<file path="src/rtl/mmu_seq_pkg.sv">
// Shared state encoding, default geometry and counter sizing for the
// matrix-multiply tile sequencer.
package mmu_seq_pkg;

  typedef enum logic [2:0] {
    S_IDLE    = 3'd0,
    S_LOAD    = 3'd1,
    S_WAIT_WR = 3'd2,
    S_WLOAD   = 3'd3,
    S_RD      = 3'd4,
    S_COMPUTE = 3'd5,
    S_DONE    = 3'd6
  } seq_state_t;

  localparam int SYS_ROW_DEF      = 4;
  localparam int SYS_COL_DEF      = 4;
  localparam int DATA_WIDTH_DEF   = 16;
  localparam int ACCUM_SIZE_DEF   = 1024;
  localparam int WAIT_TIMEOUT_DEF = 256;

  // Bits needed for a counter that must be able to hold max_val itself.
  function automatic int cnt_w(input int max_val);
    return $clog2(max_val + 1);
  endfunction

endpackage

</file>
<file path="src/rtl/seq_timeout_cnt.sv">
// Watchdog: counts enabled cycles since the last clear and flags the
// LIMIT-th one, so the owner can abort a stalled wait.
module seq_timeout_cnt
  import mmu_seq_pkg::*;
#(
  parameter int LIMIT = WAIT_TIMEOUT_DEF
) (
  input  logic clk,
  input  logic rst,
  input  logic clr,
  input  logic en,
  output logic expired
);

  localparam int W = cnt_w(LIMIT);
  localparam logic [W-1:0] LAST = W'(LIMIT - 1);

  logic [W-1:0] wait_cnt;

  always_ff @(posedge clk) begin
    if (rst || clr) begin
      wait_cnt <= '0;
    end else if (en && (wait_cnt != LAST)) begin
      wait_cnt <= wait_cnt + W'(1);
    end
  end

  // A clear in the same cycle means progress was made, so no abort.
  assign expired = en && !clr && (wait_cnt == LAST);

endmodule

</file>
<file path="src/rtl/mmu_tile_seq.sv">
// Sequencer for one systolic matrix-multiply tile: loads input/weight rows,
// shifts weights into the array, launches the input read and counts results.
//
// state     | meaning
// ----------+------------------------------------------------------------
// S_IDLE    | waiting for start; bad row counts pulse err
// S_LOAD    | accepting row beats; first SYS_ROW beats also feed weight FIFO
// S_WAIT_WR | waiting for input memory to report write completion
// S_WLOAD   | shifting SYS_ROW weight rows from the FIFO into the array
// S_RD      | one-cycle input read launch
// S_COMPUTE | counting result beats at the last array column
// S_DONE    | one-cycle done pulse
module mmu_tile_seq
  import mmu_seq_pkg::*;
#(
  parameter int SYS_ROW      = SYS_ROW_DEF,
  parameter int SYS_COL      = SYS_COL_DEF,
  parameter int DATA_WIDTH   = DATA_WIDTH_DEF,
  parameter int ACCUM_SIZE   = ACCUM_SIZE_DEF,
  parameter int WAIT_TIMEOUT = WAIT_TIMEOUT_DEF
) (
  input  logic                  clk,
  input  logic                  rst,
  input  logic                  start,
  input  logic [DATA_WIDTH-1:0] num_row,
  input  logic                  src_valid,
  output logic                  src_ready,
  output logic                  wr_active,
  output logic                  fifo_en,
  output logic [SYS_COL-1:0]    w_wen,
  output logic                  rd_active,
  input  logic                  mem_wr_done,
  input  logic [SYS_COL-1:0]    arr_en_out,
  output logic                  busy,
  output logic                  done,
  output logic                  err
);

  localparam int BW = cnt_w(ACCUM_SIZE);
  localparam int LW = cnt_w(SYS_ROW);
  localparam logic [BW-1:0] SYS_ROW_B = BW'(SYS_ROW);
  localparam logic [LW-1:0] WL_LAST   = LW'(SYS_ROW - 1);

  seq_state_t    state, nxt;
  logic [BW-1:0] nrow_q, beat_cnt, res_cnt;
  logic [LW-1:0] wl_cnt;
  logic          fifo_wl, err_set, start_ok, hs, res_beat;
  logic          wd_clr, wd_en, wd_expired;
  logic          arr_unused;

  assign hs       = src_ready && src_valid;
  assign res_beat = (state == S_COMPUTE) && arr_en_out[SYS_COL-1];
  assign start_ok = (num_row != '0) && (num_row <= DATA_WIDTH'(ACCUM_SIZE));
  assign fifo_en  = fifo_wl || (hs && (beat_cnt < SYS_ROW_B));
  assign wd_en    = (state == S_WAIT_WR) || (state == S_COMPUTE);
  assign wd_clr   = !wd_en || res_beat;
  assign arr_unused = ^arr_en_out;

  seq_timeout_cnt #(.LIMIT(WAIT_TIMEOUT)) u_wait (
    .clk     (clk),
    .rst     (rst),
    .clr     (wd_clr),
    .en      (wd_en),
    .expired (wd_expired)
  );

  always_comb begin
    nxt     = state;
    err_set = 1'b0;
    case (state)
      S_IDLE:
        if (start) begin
          if (start_ok) nxt = S_LOAD;
          else          err_set = 1'b1;
        end
      S_LOAD:
        if (hs && (beat_cnt == nrow_q - BW'(1))) nxt = S_WAIT_WR;
      S_WAIT_WR:
        if (mem_wr_done) begin
          nxt = S_WLOAD;
        end else if (wd_expired) begin
          nxt     = S_IDLE;
          err_set = 1'b1;
        end
      S_WLOAD:
        if (wl_cnt == WL_LAST) nxt = S_RD;
      S_RD:
        nxt = S_COMPUTE;
      S_COMPUTE:
        if (res_beat && (res_cnt + BW'(1) == nrow_q)) begin
          nxt = S_DONE;
        end else if (wd_expired) begin
          nxt     = S_IDLE;
          err_set = 1'b1;
        end
      S_DONE:
        nxt = S_IDLE;
      default:
        nxt = S_IDLE;
    endcase
  end

  // Outputs are registered from the next state so each one is a clean flop.
  always_ff @(posedge clk) begin
    if (rst) begin
      state     <= S_IDLE;
      nrow_q    <= '0;
      beat_cnt  <= '0;
      res_cnt   <= '0;
      wl_cnt    <= '0;
      src_ready <= 1'b0;
      wr_active <= 1'b0;
      fifo_wl   <= 1'b0;
      w_wen     <= '0;
      rd_active <= 1'b0;
      busy      <= 1'b0;
      done      <= 1'b0;
      err       <= 1'b0;
    end else begin
      state     <= nxt;
      src_ready <= (nxt == S_LOAD);
      wr_active <= (nxt == S_LOAD) || (nxt == S_WAIT_WR);
      fifo_wl   <= (nxt == S_WLOAD);
      w_wen     <= (nxt == S_WLOAD) ? {SYS_COL{1'b1}} : '0;
      rd_active <= (nxt == S_RD);
      busy      <= (nxt != S_IDLE);
      done      <= (nxt == S_DONE);
      err       <= err_set;

      if ((state == S_IDLE) && (nxt == S_LOAD)) begin
        nrow_q   <= BW'(num_row);
        beat_cnt <= '0;
        res_cnt  <= '0;
        wl_cnt   <= '0;
      end else begin
        if (hs)                 beat_cnt <= beat_cnt + BW'(1);
        if (state == S_WLOAD)   wl_cnt   <= wl_cnt + LW'(1);
        if (res_beat)           res_cnt  <= res_cnt + BW'(1);
      end
    end
  end

endmodule
</file>
<file path="config.mk">
export PLATFORM = sky130hd
export DESIGN_NAME = mmu_tile_seq
export DESIGN_NICKNAME = d
export VERILOG_FILES = /design/src/rtl/mmu_seq_pkg.sv /design/src/rtl/seq_timeout_cnt.sv /design/src/rtl/mmu_tile_seq.sv
export SDC_FILE = /design/constraint.sdc
export NUM_CORES = 1
export LEC_CHECK = 0
export CAP_MARGIN = 20
export CORE_ASPECT_RATIO = 1.25
export CORE_MARGIN = 2
export CORE_UTILIZATION = 61
export DETAILED_ROUTE_END_ITERATION = 10
export PLACE_DENSITY = 0.86
export SLEW_MARGIN = 25
export SYNTH_ARGS = -nofsm -noshare
export SYNTH_HDL_FRONTEND = slang
export SYNTH_SLANG_ARGS = --single-unit
</file>
<file path="constraint.sdc">
create_clock -name clk -period 4.9 [get_ports clk]
set_input_delay 0.98 -clock clk [delete_from_list [all_inputs] [get_ports clk]]
set_output_delay 0.98 -clock clk [all_outputs]
set_load 0.01 [all_outputs]
</file>
# Word-level counts from Yosys, hierarchy flattened
# Index checks and enable logic that the tools add are counted.
# W data, S select, Z words.
# classes
addsub	5
mul	0
n_div	0
order_cmp	2
n_eq_ne	15
shifts	0
muxes	15
bitwise	0
reduce_logical	21
# ops
operator	count
$add A11 B1 Y11 const B	2
$eq A11 B11 Y1	2
$mux W3	7
$pmux W3 S6	1
$le A16 B11 Y1 const B	1
$reduce_bool A16 Y1	1
$eq A3 B2 Y1 const B	5
$eq A3 B3 Y1 const B	4
$lt A11 B3 Y1 const B	1
$sub A11 B1 Y11 const B	1
$logic_and A1 B1 Y1	10
$add A9 B1 Y9 const B	1
$eq A9 B8 Y1 const B	1
$ne A9 B8 Y1 const B	1
$eq A3 B1 Y1 const B	2
$logic_or A1 B1 Y1	5
$mux W1	5
$mux W4	1
$add A3 B1 Y3 const B	1
$logic_not A3 Y1	1
$pmux W1 S3	1
$reduce_bool A3 Y1	1
$logic_not A1 Y1	2
$reduce_or A2 Y1	1
# totals
reg_bits	59
latch_bits	0
mem_bits_rw	0
romBits	0
out_inout_bits	11
n_memories	0

# Depth between registers and ports, before layout
# depth
depth_word	13
depth_mapped	12

# Modules after synthesis
# A second synthesis with hierarchy kept.
# hier_totals
cells_unflattened	381
area_unflattened_um2	3276.9
# by_module_without_submodules
mod	n_inst	cells_each	area_each_um2	seq_area_each_um2
mmu_tile_seq	1	332	2852.7	920.9
seq_timeout_cnt	1	49	424.2	180.2

# Worst setup path before layout
# No wires, ideal clock.
# synth_path
path_kind	input -> register
start	input port num_row[11]
end	register beat_cnt[0]
setup_ns	0.128
arrival_ns	2.406
required_ns	4.772
path_slack_ns	2.366
stages	7
n_path_buf	2
path_cell_list	or4_1 -> nor2_1 -> nand3_2 -> nand2b_1 -> clkbuf_1 -> clkbuf_1 -> nor2_1
# synth_via
elab_chain_cells	8
elab_cells_between_ends	9
classes_between	1 x order compare; 1 x eq/ne; 3 x mux; 4 x reduce/logical
# synth_lines
item	line_no	source
start: declaration	mmu_tile_seq.sv:25	input logic [DATA_WIDTH-1:0] num_row,
$le A16 B11 Y1 / $reduce_bool A16 Y1 (equally long branches)	mmu_tile_seq.sv:53	assign start_ok = (num_row != '0) && (num_row <= DATA_WIDTH'(ACCUM_SIZE));
$logic_and A1 B1 Y1 (*)	mmu_tile_seq.sv:53	
$mux W3 (*)	mmu_tile_seq.sv:73	if (start_ok) nxt = S_LOAD;
$mux W3 (*)	mmu_tile_seq.sv:72	if (start) begin
$pmux W3 S6 (*)	mmu_tile_seq.sv:70	case (state)
$eq A3 B1 Y1 (*)	mmu_tile_seq.sv:130	if ((state == S_IDLE) && (nxt == S_LOAD)) begin
$logic_and A1 B1 Y1 (*)	mmu_tile_seq.sv:130	
$reduce_or A2 Y1 (no source line) (*)	--	
end signal: assignment	mmu_tile_seq.sv:136	if (hs) beat_cnt <= beat_cnt + BW'(1);
end: declaration	mmu_tile_seq.sv:45	logic [BW-1:0] nrow_q, beat_cnt, res_cnt;
# Every way passes the cells marked *; elsewhere a longest branch is shown, timed or not.
# A chain may end at the register's enable or synchronous reset.

# Worst setup path in the final report
# layout_path
start	input port src_valid
end	output port fifo_en
# layout_via
elab_chain_cells	3
# layout_lines
item	line_no	source
start: declaration	mmu_tile_seq.sv:26	input logic src_valid,
$logic_and A1 B1 Y1	mmu_tile_seq.sv:51	assign hs = src_ready && src_valid;
$logic_and A1 B1 Y1	mmu_tile_seq.sv:54	assign fifo_en = fifo_wl || (hs && (beat_cnt < SYS_ROW_B));
$logic_or A1 B1 Y1	mmu_tile_seq.sv:54	
end: declaration	mmu_tile_seq.sv:29	output logic fifo_en,
# Every way passes these cells.

==> impl_metrics.ini <==
[run_status]
status = finished, final reports clean

[critical_path]
cp_slowest_cell = clkdlybuf4s50_1
r2r_slack_ps = 2170
criticalPathCategory = primary input to output pin
cp_top_family = buffers and inverters
reg2reg_to = wr_active
crit_top_cell = clkdlybuf4s50_1
critPathCaptureType = output pin
startpoint = src_valid
worst_r2r_path_depth = 10
crit_buf_inv = 2
endpoint = fifo_en
path_cells = clkdlybuf4s50_1 -> nand2_1 -> nor3_1 -> a31o_2 -> clkdlybuf4s50_1
worst-path-stages = 5
crit_path_start_kind = primary input
crit_arrival_ps = 2500
max_stage_delay_ps = 520
worstReg2RegStart = nrow_q[0]
required_ps = 3920
path_max_fanout = 4

[grt]
grt_antenna_before_repair = 0
grt_overflow = 0
grt_use_total_pct = 23.3
grt_pass1_wl_mm = 10.7
grt_max_degree = 26
grt_pass1_vias = 2423

[logic_synthesis]
yosysTopAreaCellShare_pct = 34.8
synth_area_per_cell_sq_um = 8.57
postSynthNetCount = 401
synth_top_area_cell = dfxtp_1
seq_area_frac_synth_pct = 34.8
netlist_instances = 369
synth_cell_type_count = 61
async_flop_share_pct = 0
synth-seq-cells = 55
synth_edf_count = 0
ys_top_cells_by_count = nor2_1, dfxtp_1, xor2_1
yosys-top-cells-area = dfxtp_1, xor2_1, xnor2_1
yosysWarnings = 0
synth_area_sq_um = 3160
synth.most_common_cell = nor2_1
synth_flop_cell = dfxtp_1

[sta]
finalCritPeriodShare_pct = 71.0
holdWs_ps = 497
rsz0062_at_grt = false
finalHoldViolCount = 0
maxSlewViolCount = 0
period_needed_ps = 3480
slew_headroom_pct = 39.5
tns_ps = 0
fmax_mhz = 287
setup_viol = 0
tightest_slew_ps = 908
fin_worst_skew_ps = 5.69

[clock_network]
root_buffer = clkbuf_8
clock-sinks = 55
clk_path_buf_depth = 2
ctsHoldBuffers = 0
cts_tree = built
insertion_delay_ps = 310
ctsResizeCount = 0
cts_htree_levels = 2
cts.clk_slew.worst_paths_ps = 90
cts_setup_buffers = 0
cts_buffers = 5

[placed_design]
placedCellCount = 439
numPortBuffers = 32
dp_hpwl_mm = 4.63
gp_congestion = 0.896

[drt]
drt_iter0_drc = 142
drt-total-wl_mm = 6.11
detail-route-antenna-nets = 0
drtPass1Iterations = 5
num_vias = 2540
viasPerCell = 5.70
wl_per_cell_microns = 13.7
drc_errors = 0

[final_layout]
syn2layout_area_growth_pct = 11.1
multi_input_area_sq_um = 1890
diodes = 0
drive_gt1_share_pct = 6.77
nFillCells = 392
seqCellArea_sq_um = 1100
fin_nets = 416
utilization_pct = 69.6
layoutNonFillerInstCount = 446

[power_and_ir_drop]
ir_drop_uv = 158
p_leak_nw = 1.38
power_density_nw_per_um2 = 211

[die]
fp.coreArea_sq_um = 5040
dieWidth_microns = 68.4
initial_core_util_pct = 62.7
ios = 36
fp.dieH_microns = 84.5
die-area_sq_um = 5780
num_rows = 29

[run]
drv_cap = 0

[worst_hold_path]
min_path_type = register to register
layer usage:
layer	global-route usage, %	routed length (microns)	part of all wire (%)	vias to the layer above
li1	-	-	-	1279
met1	31.4	2720	45	1172
met2	37.8	2990	49	77
met3	3.08	307	5.0	12
met4	7.64	89	1.5	0
met5	0	0	0	-
per-stage QoR:
stage	worst slack, ps	power, W	area, sq um
2_1_floorplan	2370	0.000474	3160
3_3_place_gp	1260	0.000496	3420
3_5_place_dp	1190	0.000497	3420
4_1_cts	1420	0.000747	3510
5_1_grt	1230	0.000767	3510
6_report	1420	0.000740	3510
placed cells by master, fill, tap and decap left out, types with 3 or more instances in the layout:
cell,n
nor2_1,57
dfxtp_1,55
clkdlybuf4s50_1,32
xor2_1,29
nand2_1,27
xnor2_1,27
nand3_1,16
mux2i_1,14
nor3_1,10
inv_1,9
and3_1,9
a21oi_1,8
ha_1,7
nor4_1,6
clkbuf_8,6
nand4_1,5
nand2b_1,5
a211oi_1,4
or3_1,4
nor2b_1,3
nand3b_1,3
a22oi_1,3
power by group:
part	leakage (nW)	switching, W	internal (W)
Sequential	0.443	0.00000135	0.000448
Clock	0.0470	0.000142	0.000111
Combinational	0.888	0.0000162	0.0000213
worst reg2reg max path, stage by stage (launching register included):
cell	delay, ps
dfxtp_1	510
inv_1	80
ha_1	300
nand2b_1	170
a21boi_0	190
o31ai_1	110
nor4_1	510
a21oi_2	140
a211oi_4	350
xor2_1	180
nor3_1	50
flip-flops by register name, summed over array words and instances (netlist names):
name             flops
wr_active            1
state                3
beat_cnt            11
err                  1
res_cnt             11
src_ready            1
wl_cnt               3
w_wen                1
rd_active            1
nrow_q              11
u_wait.wait_cnt      9
busy                 1
done                 1
kinds of logic after synthesis:
kind of cell             synth area share [%]
flip-flops                               34.8
AND/OR/NAND/NOR                          26.9
AO/OA/AOI/OAI                            9.54
XOR/XNOR                                 16.0
buffers and inverters                    5.46
adder cells (fa/ha/maj)                  2.77
multiplexers                             4.43
final cells by class:
class / instances / area share [%]
clock buffer: 6 / 2.35
clock inverter: 1 / 0.143
inverter: 10 / 1.07
multi-input combinational: 280 / 53.7
sequential: 55 / 31.4
tap: 62 / 2.21
timing repair buffer: 32 / 9.12
how the worst min path moves through the flow:
stage,cells after the start,slack (ps),end,start
after floorplan,2,460,res_cnt[1],res_cnt[1]
after global placement,2,470,res_cnt[1],res_cnt[1]
after detailed placement,2,480,wl_cnt[2],wl_cnt[2]
after CTS,2,500,wl_cnt[2],wl_cnt[2]
after global routing,2,530,u_wait.wait_cnt[8],u_wait.wait_cnt[8]
final,2,500,wl_cnt[2],wl_cnt[2]
Note: power is estimated with default switching activity, not from simulation.
==> edit 1 (config.mk and constraints unchanged) <==
Encoding of `seq_state_t`: now one-hot (7 bits for 7 states).
--- a/src/rtl/mmu_seq_pkg.sv
+++ b/src/rtl/mmu_seq_pkg.sv
@@ -2,14 +2,14 @@
 // matrix-multiply tile sequencer.
 package mmu_seq_pkg;
 
-  typedef enum logic [2:0] {
-    S_IDLE    = 3'd0,
-    S_LOAD    = 3'd1,
-    S_WAIT_WR = 3'd2,
-    S_WLOAD   = 3'd3,
-    S_RD      = 3'd4,
-    S_COMPUTE = 3'd5,
-    S_DONE    = 3'd6
+  typedef enum logic [6:0] {
+    S_IDLE    = 7'b0000001,
+    S_LOAD    = 7'b0000010,
+    S_WAIT_WR = 7'b0000100,
+    S_WLOAD   = 7'b0001000,
+    S_RD      = 7'b0010000,
+    S_COMPUTE = 7'b0100000,
+    S_DONE    = 7'b1000000
   } seq_state_t;
 
   localparam int SYS_ROW_DEF      = 4;
Formal check against the unedited RTL: no difference found for any inputs over 10 cycles, from zero or initial values and one cycle with rst high; not proved beyond that.
==> edit 1 against the original RTL <==
Hold slack got worse by 0.016 ns. Synthesized area grew 8.1%. Final area increased by 8.5%. Final cell count increased by 9.2%. Largest power group unchanged. Sequential cell count grew 4. Non-clock buffer count did not move. Count of clock-buffer cells in the layout increased by 8. Clock skew grew 0.0015 ns. Synthesized cell count up 8.9%. Die area up 7.6%. Setup slack got worse by 0.018 ns. Total power rose by 23%. Routed wire length up 17%.
==> edit 1: results <==
metrics = {
    "run_status": {
        "outcome": "finished clean",
    },
    "routing": {
        "firstDrtPassIters": 4,
        "wl_per_cell_um": 14.6,
        "drt_iter0_drc": 131,
        "dr_total_vias": 2892,
    },
    "final_layout": {
        "n_fill_cell": 415,
        "nets": 450,
        "drive_gt1_share_pct": 8.04,
        "fin_cells": 487,
    },
    "synthesis": {
        "synth_area_leaders": "dfxtp_1, xnor2_1, nor2_1",
        "synthDistinctLibCells": 68,
        "synth-compound-area-share_pct": 12.3,
        "yosysSeqAreaShare_pct": 34.6,
        "yosysTopAreaCellShare_pct": 34.6,
        "synthAdderAreaFrac_pct": 2.56,
        "synth_cells": 402,
        "synthMuxAreaShare_pct": 3.81,
    },
    "clock_tree": {
        "path_clk_slew_ns": 0.06,
        "numCtsBuffers": 9,
        "insertion_delay_ns": 0.34,
    },
    "pwr": {
        "ir_worst_vdd_mv": 0.246,
        "leakage_nw": 1.33,
    },
    "global_route": {
        "grt_pass1_vias": 2801,
        "track_usage_pct": 24.9,
        "grt_pass1_wl_um": 12200,
    },
    "place": {
        "place_inst": 471,
        "gp_congestion": 0.883,
    },
    "sta": {
        "fin_skew_ns": 0.00716,
        "hold_slack_ns": 0.481,
    },
}
==> edit 1: changes by cell type in the layout (fill, tap and decap cells not counted), sizes merged, moves of 3 or more <==
cell / delta
o21ai: +6
a211oi: -3
nand3: +3
clkbuf: +8
nand2b: -4
a21oi: +5
nor3: +4
dfxtp: +4
nor2: +8
xor2: -6
==> edit 1: logic make-up after synthesis <==
kind of cell | Yosys count
fa+ha+maj | 7
simple gates | 181
mux | 13
flops | 59
compound gates | 55
buf+inv | 35
xor+xnor | 52
==> edit 1: worst paths after layout <==
check | startpoint | endpoint | cells past startpoint
setup / recovery | src_valid | fifo_en | 5
hold / removal | res_cnt[1] | res_cnt[1] | 2
setup reg to reg | nrow_q[0] | wr_active | 9
hold reg to reg | res_cnt[1] | res_cnt[1] | 2
==> edit 1: stage by stage <==
stage                     setup slack, ns  instance area, um2
after floorplan                      2.20                3420
after global placement               1.40                3640
after detailed placement             1.33                3640
after CTS                            1.40                3810
after global routing                 1.36                3810
final                                1.40                3810
==> edit 1: routing by layer <==
layer  routed length [um]  global-route usage, %  vias to the layer above
met3                  333                   6.10                       30
li1                     -                      -                     1436
met1                 2860                   26.0                     1343
met2                 3640                   45.2                       83
met5                    0                      0                        -
met4                  274                   14.9                        0
==> edit 1: power by group <==
part	internal, mW	switching, mW	total (mW)
clock	0.210	0.177	0.387
combinational	0.0224	0.0168	0.0392
sequential	0.481	0.00180	0.483
total	0.713	0.196	0.909
==> edit 1: layout make-up <==
type | count | share of cell area, %
Sequential cell | 59 | 31.0
Timing Repair Buffer | 32 | 8.41
Inverter | 8 | 0.788
Tap cell | 64 | 2.10
Clock buffer | 14 | 4.27
Multi-Input combinational cell | 308 | 53.2
Clock inverter | 2 | 0.263
==> edit 2 (same settings) <==
Without the edit above. `SYS_ROW_DEF`: 4 -> 3.
--- a/src/rtl/mmu_seq_pkg.sv
+++ b/src/rtl/mmu_seq_pkg.sv
@@ -12,7 +12,7 @@
     S_DONE    = 3'd6
   } seq_state_t;
 
-  localparam int SYS_ROW_DEF      = 4;
+  localparam int SYS_ROW_DEF      = 3;
   localparam int SYS_COL_DEF      = 4;
   localparam int DATA_WIDTH_DEF   = 16;
   localparam int ACCUM_SIZE_DEF   = 1024;
Behaviour: not the same (Yosys sat finds a counterexample within 10 cycles, from zero or initial values and one cycle with rst high).
==> edit 2 against the original RTL <==
Via count up 4.5%. Routed wire length up 10%. Sequential cell count shrank 1. Final area shrank 1.0%. Global-route usage is 2.2 points higher. Total power is 0.40% higher. Non-clock buffer count rose by 1. First-iteration DRC count rose by 35%. Synthesized area fell by 2.4%. Setup slack got worse by 0.033 ns. Largest power group unchanged. Highest routed layer unchanged.
==> edit 2: results <==
metrics = {
    "global_route": {
        "grt_pass1_vias": 2610,
        "gr-usage-met2_pct": 45.3,
        "use_met1_pct": 29.6,
        "track_usage_pct": 25.5,
        "grt_max_degree": 25,
    },
    "pwr": {
        "leakage_nw": 1.18,
        "combPwrFrac_pct": 4.9,
        "internal_power_mw": 0.577,
        "comb_power_mw": 0.0367,
    },
    "routing": {
        "firstDrtPassIters": 4,
        "wl_met1_um": 2700,
        "drt_iter0_drc": 192,
        "met3_length_um": 362,
        "wl_per_cell_um": 15.0,
        "dr_total_vias": 2655,
    },
    "synthesis": {
        "synthDistinctLibCells": 56,
        "yosys-top-cells-count": "nor2_1, dfxtp_1, xnor2_1, nand2_1, xor2_1",
        "synthAdderAreaFrac_pct": 2.43,
    },
    "sta": {
        "slew_headroom_pct": 50.4,
    },
    "final_layout": {
        "drive_gt1_share_pct": 4.63,
    },
    "place": {
        "gp_congestion": 0.934,
        "dp.final_hpwl_um": 5040,
    },
    "worst_hold_path": {
        "min_from": "u_wait.wait_cnt[8]",
    },
    "worst_setup_path": {
        "r2r_end": "w_wen[2]",
        "cp.arrival_ns": 2.53,
    },
    "run_status": {
        "outcome": "finished clean",
    },
}
==> edit 2: cell types whose count changed after synthesis, moves of 4 or more <==
cell     change
o21ai_0      +8
nor2_1       +7
and3_1       -6
xor2_1       -6
a31oi_1      +5
nand4_1      +4
==> edit 2: final cells by class <==
type	instances	area, um2
clock buffer	6	82.6
fill	364	1330
inverter	12	45.0
sequential	54	1080
timing repair buffer	33	328
multi-input combinational	282	1850
clock inverter	2	16.3
tap	60	75.1
==> edit 2: per-stage QoR <==
| stage | setup slack (ns) | instances |
|---|---|---|
| floorplan | 2.17 | 372 |
| CTS | 1.40 | 449 |
| finish | 1.39 | 449 |
| detailed placement | 1.40 | 441 |
| global route | 1.36 | 449 |
| global placement | 1.40 | 441 |
==> edit 2: kinds of logic after synthesis <==
group,count (synthesis)
DFF,54
adders and majority gates,6
AOI/OAI and AO/OA,43
muxes,14
buffers and inverters,36
xor gates and xnor gates,53
and+or+nand+nor,166
